--- config.mk ---
export PLATFORM = sky130hd
export DESIGN_NAME = uart_tx_byte_feeder
export DESIGN_NICKNAME = d
export VERILOG_FILES = /design/src/rtl/uart_tx_byte_feeder.sv
export SDC_FILE = /design/constraint.sdc
export NUM_CORES = 1
export LEC_CHECK = 0
export ABC_CLOCK_PERIOD_IN_PS = 3300
export BUFFER_PORTS_ARGS = -buffer_cell sky130_fd_sc_hd__buf_4
export CORE_MARGIN = 8
export CORE_UTILIZATION = 40
export CTS_CLUSTER_DIAMETER = 120
export DETAILED_ROUTE_END_ITERATION = 16
export SLEW_MARGIN = 5
export SYNTH_ARGS = -nofsm -noshare
export SYNTH_HDL_FRONTEND = slang
export SYNTH_SLANG_ARGS = --single-unit
--- constraint.sdc ---
create_clock -name CLK -period 3.3 [get_ports CLK]
set_clock_uncertainty 0.05 [all_clocks]
set_input_delay 0.495 -clock CLK [delete_from_list [all_inputs] [get_ports CLK]]
set_output_delay 0.495 -clock CLK [all_outputs]
set_load 0.005 [all_outputs]
--- src/rtl/uart_tx_byte_feeder.sv ---
// Byte FIFO that feeds the UART transmitter one frame at a time.
// TxByte is held from the pop until the next pop because the transmitter samples it on every bit.
module uart_tx_byte_feeder #(
    parameter int DEPTH_LOG2 = 4
) (
    input  logic                  CLK,
    input  logic                  Reset,
    input  logic                  WrEn,
    input  logic [7:0]            WrData,
    output logic                  Full,
    output logic                  Empty,
    output logic [DEPTH_LOG2:0]   Level,
    output logic                  Overflow,
    output logic                  Idle,
    output logic                  TxSend,
    output logic [7:0]            TxByte,
    input  logic                  TxBusy
);

    localparam int DEPTH = 2 ** DEPTH_LOG2;
    localparam logic [DEPTH_LOG2:0] DEPTH_LVL = (DEPTH_LOG2 + 1)'(DEPTH);

    typedef enum logic [1:0] {IDLE, SEND, WAIT} state_t;

    state_t                 state;
    logic [7:0]             mem [DEPTH];
    logic [DEPTH_LOG2-1:0]  wrPtr;
    logic [DEPTH_LOG2-1:0]  rdPtr;
    logic                   wrAcc;
    logic                   pop;

    assign Full  = (Level == DEPTH_LVL);
    assign Empty = (Level == '0);
    assign Idle  = Empty && (state == IDLE);
    assign wrAcc = WrEn && !Full;
    assign pop   = (state == IDLE) && !Empty;

    always_ff @(posedge CLK) begin
        if (wrAcc) mem[wrPtr] <= WrData;
    end

    always_ff @(posedge CLK) begin
        if (Reset) begin
            wrPtr    <= '0;
            rdPtr    <= '0;
            Level    <= '0;
            Overflow <= 1'b0;
        end else begin
            if (wrAcc) wrPtr <= wrPtr + 1'b1;
            if (pop)   rdPtr <= rdPtr + 1'b1;
            if (WrEn && Full) Overflow <= 1'b1;
            case ({wrAcc, pop})
                2'b10:   Level <= Level + 1'b1;
                2'b01:   Level <= Level - 1'b1;
                default: Level <= Level;
            endcase
        end
    end

    // TxBusy is ignored in SEND: the transmitter raises it combinationally from TxSend.
    always_ff @(posedge CLK) begin
        if (Reset) begin
            state  <= IDLE;
            TxSend <= 1'b0;
            TxByte <= 8'h00;
        end else begin
            TxSend <= 1'b0;
            case (state)
                IDLE: if (!Empty) begin
                    TxByte <= mem[rdPtr];
                    TxSend <= 1'b1;
                    state  <= SEND;
                end
                SEND:    state <= WAIT;
                WAIT:    if (!TxBusy) state <= IDLE;
                default: state <= IDLE;
            endcase
        end
    end

endmodule
==> metrics, run 1 <==
count of cells along the worst register-to-register path 10; Buffers on Ports 29; number of synthesized register bits 153; Mapped Cells 409; GPL Wtd Cong 0.787; DR DRC count 0; CTS tree done; total number of vias 3398; EDFF count, synth 128; clk slew on worst S/H paths 60 ps; drt total wl 12700 um; Routed Antenna Nets 0; largest cells by area after synthesis edfxtp_1, mux2i_1, dfxtp_1, o22ai_1, nor2_1; Reg2Reg Setup Slack 370 ps; R2R Path End Level[4]; die span in x 140 um; initial antenna violation count 0; Period minus WS final 2930 ps; Synth cell types 38; Setup violations, final 0; Iter 0 DRT Violations 304; worst hold start TxBusy; hpwl dp 8360 um; CTS Sinks 153; cts-stage hold buffer count 0; Syn Nets 429; Max Clock Freq 341 MHz; Clock Latency Late Sink 420 ps; global-route wire length before repair 19500 um; commonest register cell after synthesis edfxtp_1; CP startpoint kind flip-flop; post-route setup TNS 0 ps; Syn Area/Cell 15.1 um^2; vias in the first global route 3290; Die Y-Extent 140 um; worst vdd ir 0.412 mV; Fin. Hold Viols 0; PnR worst setup slack 368 ps; LEAKAGE 0.00233 uW; number of placement rows 45; GR Overflow Total 0; commonest non-fill, non-tap cells in the layout edfxtp_1, mux2i_1, nor2_1, buf_4, o22ai_1; drt wl/cell 20.0 um; Final Cycle Share 88.9%; Max-Slew Margin vs Limit 20.1%; Place WS 275 ps; starting density of the core 40.8%; CP Capture Type flip-flop; register area share after synthesis 70.3%; crit path from Level[0]; layout cell share with drive strength beyond 1 16.2%; ys async rst share 0%; r2r startpoint Level[0]; synthesized area 0.00618 mm^2; fin. max-slew vios 0; Pre-Repair DR Iteration Count 4; area added between synthesis and finish 16.2%; Ys Warns 0; Fillers 1291; DR vias/cell 5.33; GRT Util Overall 13.4%; DP Area 0.00656 mm^2; worst min path class in -> reg; Worst-Margin Slew 1190 ps; Post-Place Cells 606; IO Pins 30; RSZ-0062 raised after global routing false; floorplan core area 0.0151 mm^2; Max FO, Critical Path 9; fin nets 457; Worst EP required 3550 ps; root buffer cell clkbuf_16; Crit Path Category reg -> reg; CP Capture Point Level[4]; antenna fix cells 0; CTS max path bufs 2; post-route cell area 0.00718 mm^2; pwr dens 750 mW/mm^2; largest net degree at the start of global routing 28; post-synth top area cell edfxtp_1; CTS H-tree lvls 4; status finished, final reports clean; non-filler cells in the finished layout 638; total CTS buffers 17; Post-CTS Setup Inserts 0; Worst EP arrival 3180 ps; Resize count post-CTS 0; Max-Cap Viols 0; commonest non-fill, non-tap cell in the layout edfxtp_1; post-synth top area share 62.2%; DIE AREA 0.0197 mm^2
sequential cells by signal, summed over array words and instances (netlist names):
signal,flops
TxSend,1
Overflow,1
mem,128
TxByte,8
wrPtr,4
rdPtr,4
Level,5
state,2
critical path: stages (launching register included):
cell	delay [ps]
dfxtp_1	380
nor4_2	420
a21boi_1	150
inv_1	100
ha_1	340
xor2_1	200
ha_1	180
a21oi_1	80
or3_1	370
a31oi_1	190
mux2_2	350
cells in the mapped netlist (4+ instances only):
cell / instances
a21oi_1: 4
edfxtp_1: 128
nor2_1: 38
xor2_1: 7
clkbuf_1: 8
buf_4: 4
nand2_1: 5
a211oi_1: 8
nor4_1: 9
dfxtp_1: 25
inv_1: 4
ha_1: 8
nand3b_1: 4
mux2i_1: 67
nor3_1: 5
nor2b_1: 5
o22ai_1: 33
buf_2: 11
worst min-delay path by stage:
stage | endpoint | cells past startpoint
global route | state[1] | 3
global placement | state[1] | 2
detailed placement | state[1] | 2
finish | state[1] | 3
CTS | state[1] | 3
floorplan | state[1] | 2
power by group:
group	switching, uW	internal (uW)	total (uW)
clock	732	1210	1940
sequential	122	2220	2350
combinational	606	494	1100
total	1460	3930	5390
final cells by class:
cell class | count | area (um^2) | area share [%]
inverters | 4 | 15.0 | 0.209
well taps | 188 | 235 | 3.28
multi-input cells | 225 | 1680 | 23.5
clock inverters | 6 | 40.0 | 0.558
clock buffers | 26 | 576 | 8.02
repair buffers | 36 | 283 | 3.94
flip-flops and latches | 153 | 4350 | 60.6
per-stage QoR:
stage / total power (uW) / utilization, % / hold WS [ps]
after floorplan: 3110 / - / 407
after global placement: 3460 / 43.3 / 417
after detailed placement: 3490 / 43.3 / 424
after CTS: 5440 / 47.4 / 286
after global routing: 5620 / 47.4 / 302
final: 5390 / 47.4 / 307
metal layers:
layer	GRT usage [%]	up-vias	part of all wire (%)
met5	0	-	0
met4	6.06	0	1.9
met3	3.26	16	4.8
met2	21.3	81	49
met1	17.1	1670	44
li1	-	1631	-
cell families (layout without fill, tap and decap cells):
| group | Yosys count | count (layout) | synth area share, % |
|---|---|---|---|
| flip-flops | 153 | 153 | 70.3 |
| XOR/XNOR | 9 | 9 | 1.28 |
| AO/OA/AOI/OAI | 58 | 58 | 6.36 |
| adder cells (fa/ha/maj) | 8 | 8 | 1.62 |
| AND/OR/NAND/NOR | 81 | 81 | 6.62 |
| buffers and inverters | 31 | 72 | 2.61 |
| multiplexers | 69 | 69 | 11.2 |
No activity file was read; power rests on OpenSTA's default activity.
==> inputs of run 2 (changes only) <==
--- a/config.mk
+++ b/config.mk
@@ -9,6 +9,7 @@
 export BUFFER_PORTS_ARGS = -buffer_cell sky130_fd_sc_hd__buf_4
 export CORE_MARGIN = 8
 export CORE_UTILIZATION = 40
+export CTS_BUF_LIST = sky130_fd_sc_hd__clkbuf_8 sky130_fd_sc_hd__clkbuf_16
 export CTS_CLUSTER_DIAMETER = 120
 export DETAILED_ROUTE_END_ITERATION = 16
 export SLEW_MARGIN = 5
==> metrics, run 2 (synthesis gave the netlist of run 1 again) <==
fin nets 457; DR DRC count 0; CP cell instances nor4_2, a21boi_1, inv_1, ha_1, xor2_1, ha_1, a21oi_1, or3_1, a31oi_1, mux2_2; sequential share of power 43.6%; floorplan core area 0.0151 mm^2; clk slew on worst S/H paths 60 ps; cts-stage hold buffer count 0; Worst-Margin Slew 1200 ps; total CTS buffers 17; Fin. Hold Viols 0; Reg2Reg Setup Slack 370 ps; Setup violations, final 0; Switch Pwr 1460 uW; CP startpoint kind flip-flop; vias in the first global route 3290; Clock Latency Late Sink 420 ps; Buffers on Ports 29; global-route wire length before repair 19500 um; GR Overflow Total 0; Final Cycle Share 88.9%; drt wl/cell 19.9 um; Largest regs mem: 128 flops, TxByte: 8 flops, Level: 5 flops; final core utilization 47.4%; GRT busiest layer met2; antenna fix cells 0; Top reg by flops mem; pwr dens 749 mW/mm^2; Routed Antenna Nets 0; number of placement rows 45; Pre-Repair DR Iteration Count 4; DR vias/cell 5.30; M2 GR Usage 21.3%; Max-Cap Viols 0; clock share of power 36.0%; max reg flops 128; PnR worst setup slack 368 ps; GRT Util Overall 13.4%; commonest non-fill, non-tap cells in the layout edfxtp_1, mux2i_1, nor2_1, buf_4, o22ai_1; worst hold start TxBusy; CP Capture Type flip-flop; IO Pins 30; commonest non-fill, non-tap cell in the layout edfxtp_1; met1 GRT Util 17.1%; Resize count post-CTS 0; status finished, final reports clean; Period minus WS final 2930 ps; hpwl dp 8360 um; initial antenna violation count 0; starting density of the core 40.8%; post-route setup TNS 0 ps; met3 GRT Util 3.26%; CP dominant cell by count ha_1; Post-CTS Setup Inserts 0; r2r startpoint Level[0]; Iter 0 DRT Violations 304; max incr delay on CP 420 ps; worst hold path endpoint state[1]; switch share 27.2%; Worst EP arrival 3180 ps; LEAKAGE 0.00234 uW; CTS H-tree lvls 4; hold depth 3; RSZ-0062 raised after global routing false; fin. max-slew vios 0; Die Y-Extent 140 um; GPL Wtd Cong 0.787; die span in x 140 um; total power draw 5380 uW; drt total wl 12700 um; Crit Path Category reg -> reg; CTS max path bufs 2; CTS Sinks 153; CTS tree done; largest net degree at the start of global routing 28; Cell Int Power 3920 uW; Max Clock Freq 341 MHz; Critical Path Slowest Stage Cell nor4_2; worst min path class in -> reg; Worst EP required 3550 ps; hold slack 306 ps; count of cells along the worst register-to-register path 10; DIE AREA 0.0197 mm^2; area added between synthesis and finish 16.2%; root buffer cell clkbuf_16; layout cell share with drive strength beyond 1 16.2%; Comb power frac 20.4%; worst vdd ir 0.413 mV; Max FO, Critical Path 9; total number of vias 3383; Max-Slew Margin vs Limit 19.6%; Place WS 275 ps; R2R Path End Level[4]
## run 2: cell count changes in the layout (fill, tap and decap cells not counted), sizes merged
cell,before,now
clkbuf,26,23
inv,8,11
## run 2: power groups by stage
stage / Clock (uW) / Sequential, uW / Combinational [uW]
after floorplan: 0 / 2330 / 779
after global placement: 0 / 2370 / 1090
after detailed placement: 0 / 2380 / 1110
after CTS: 1970 / 2340 / 1110
after global routing: 2040 / 2370 / 1200
final: 1940 / 2350 / 1100
## run 2: layer usage
| layer | vias to the layer above | share of wire, % |
|---|---|---|
| met1 | 1645 | 43 |
| met2 | 93 | 49 |
| li1 | 1631 | - |
| met5 | - | 0 |
| met4 | 0 | 1.8 |
| met3 | 14 | 6.1 |
## run 2: metrics by stage
| stage | area [um^2] | cells |
|---|---|---|
| global placement | 6560 | 606 |
| finish | 7180 | 638 |
| detailed placement | 6560 | 606 |
| global route | 7180 | 638 |
| floorplan | 6180 | 409 |
| CTS | 7170 | 638 |
## run 2: area by class of cell
cell class	instances	area (um^2)
sequential	153	4350
clock buffer	23	564
clock inverter	9	51.3
inverter	4	15.0
fill	1291	7970
multi-input combinational	225	1680
timing repair buffer	36	283
tap	188	235
## run 2: how the worst max path moves through the flow
stage / startpoint / end / cells after the start
floorplan: Level[2] / Level[4] / 12
global placement: Level[2] / Level[4] / 10
detailed placement: Level[0] / Level[4] / 10
CTS: Level[0] / Level[4] / 10
global route: Level[2] / Level[4] / 10
finish: Level[0] / Level[4] / 10
## run 2: critical path: cells and delay by family (launching register included)
family          cells  cell delay, ps
compound gates      3             420
xor+xnor            1             200
fa+ha+maj           2             530
buf+inv             1             100
flops               1             380
mux                 1             350
simple gates        2             790
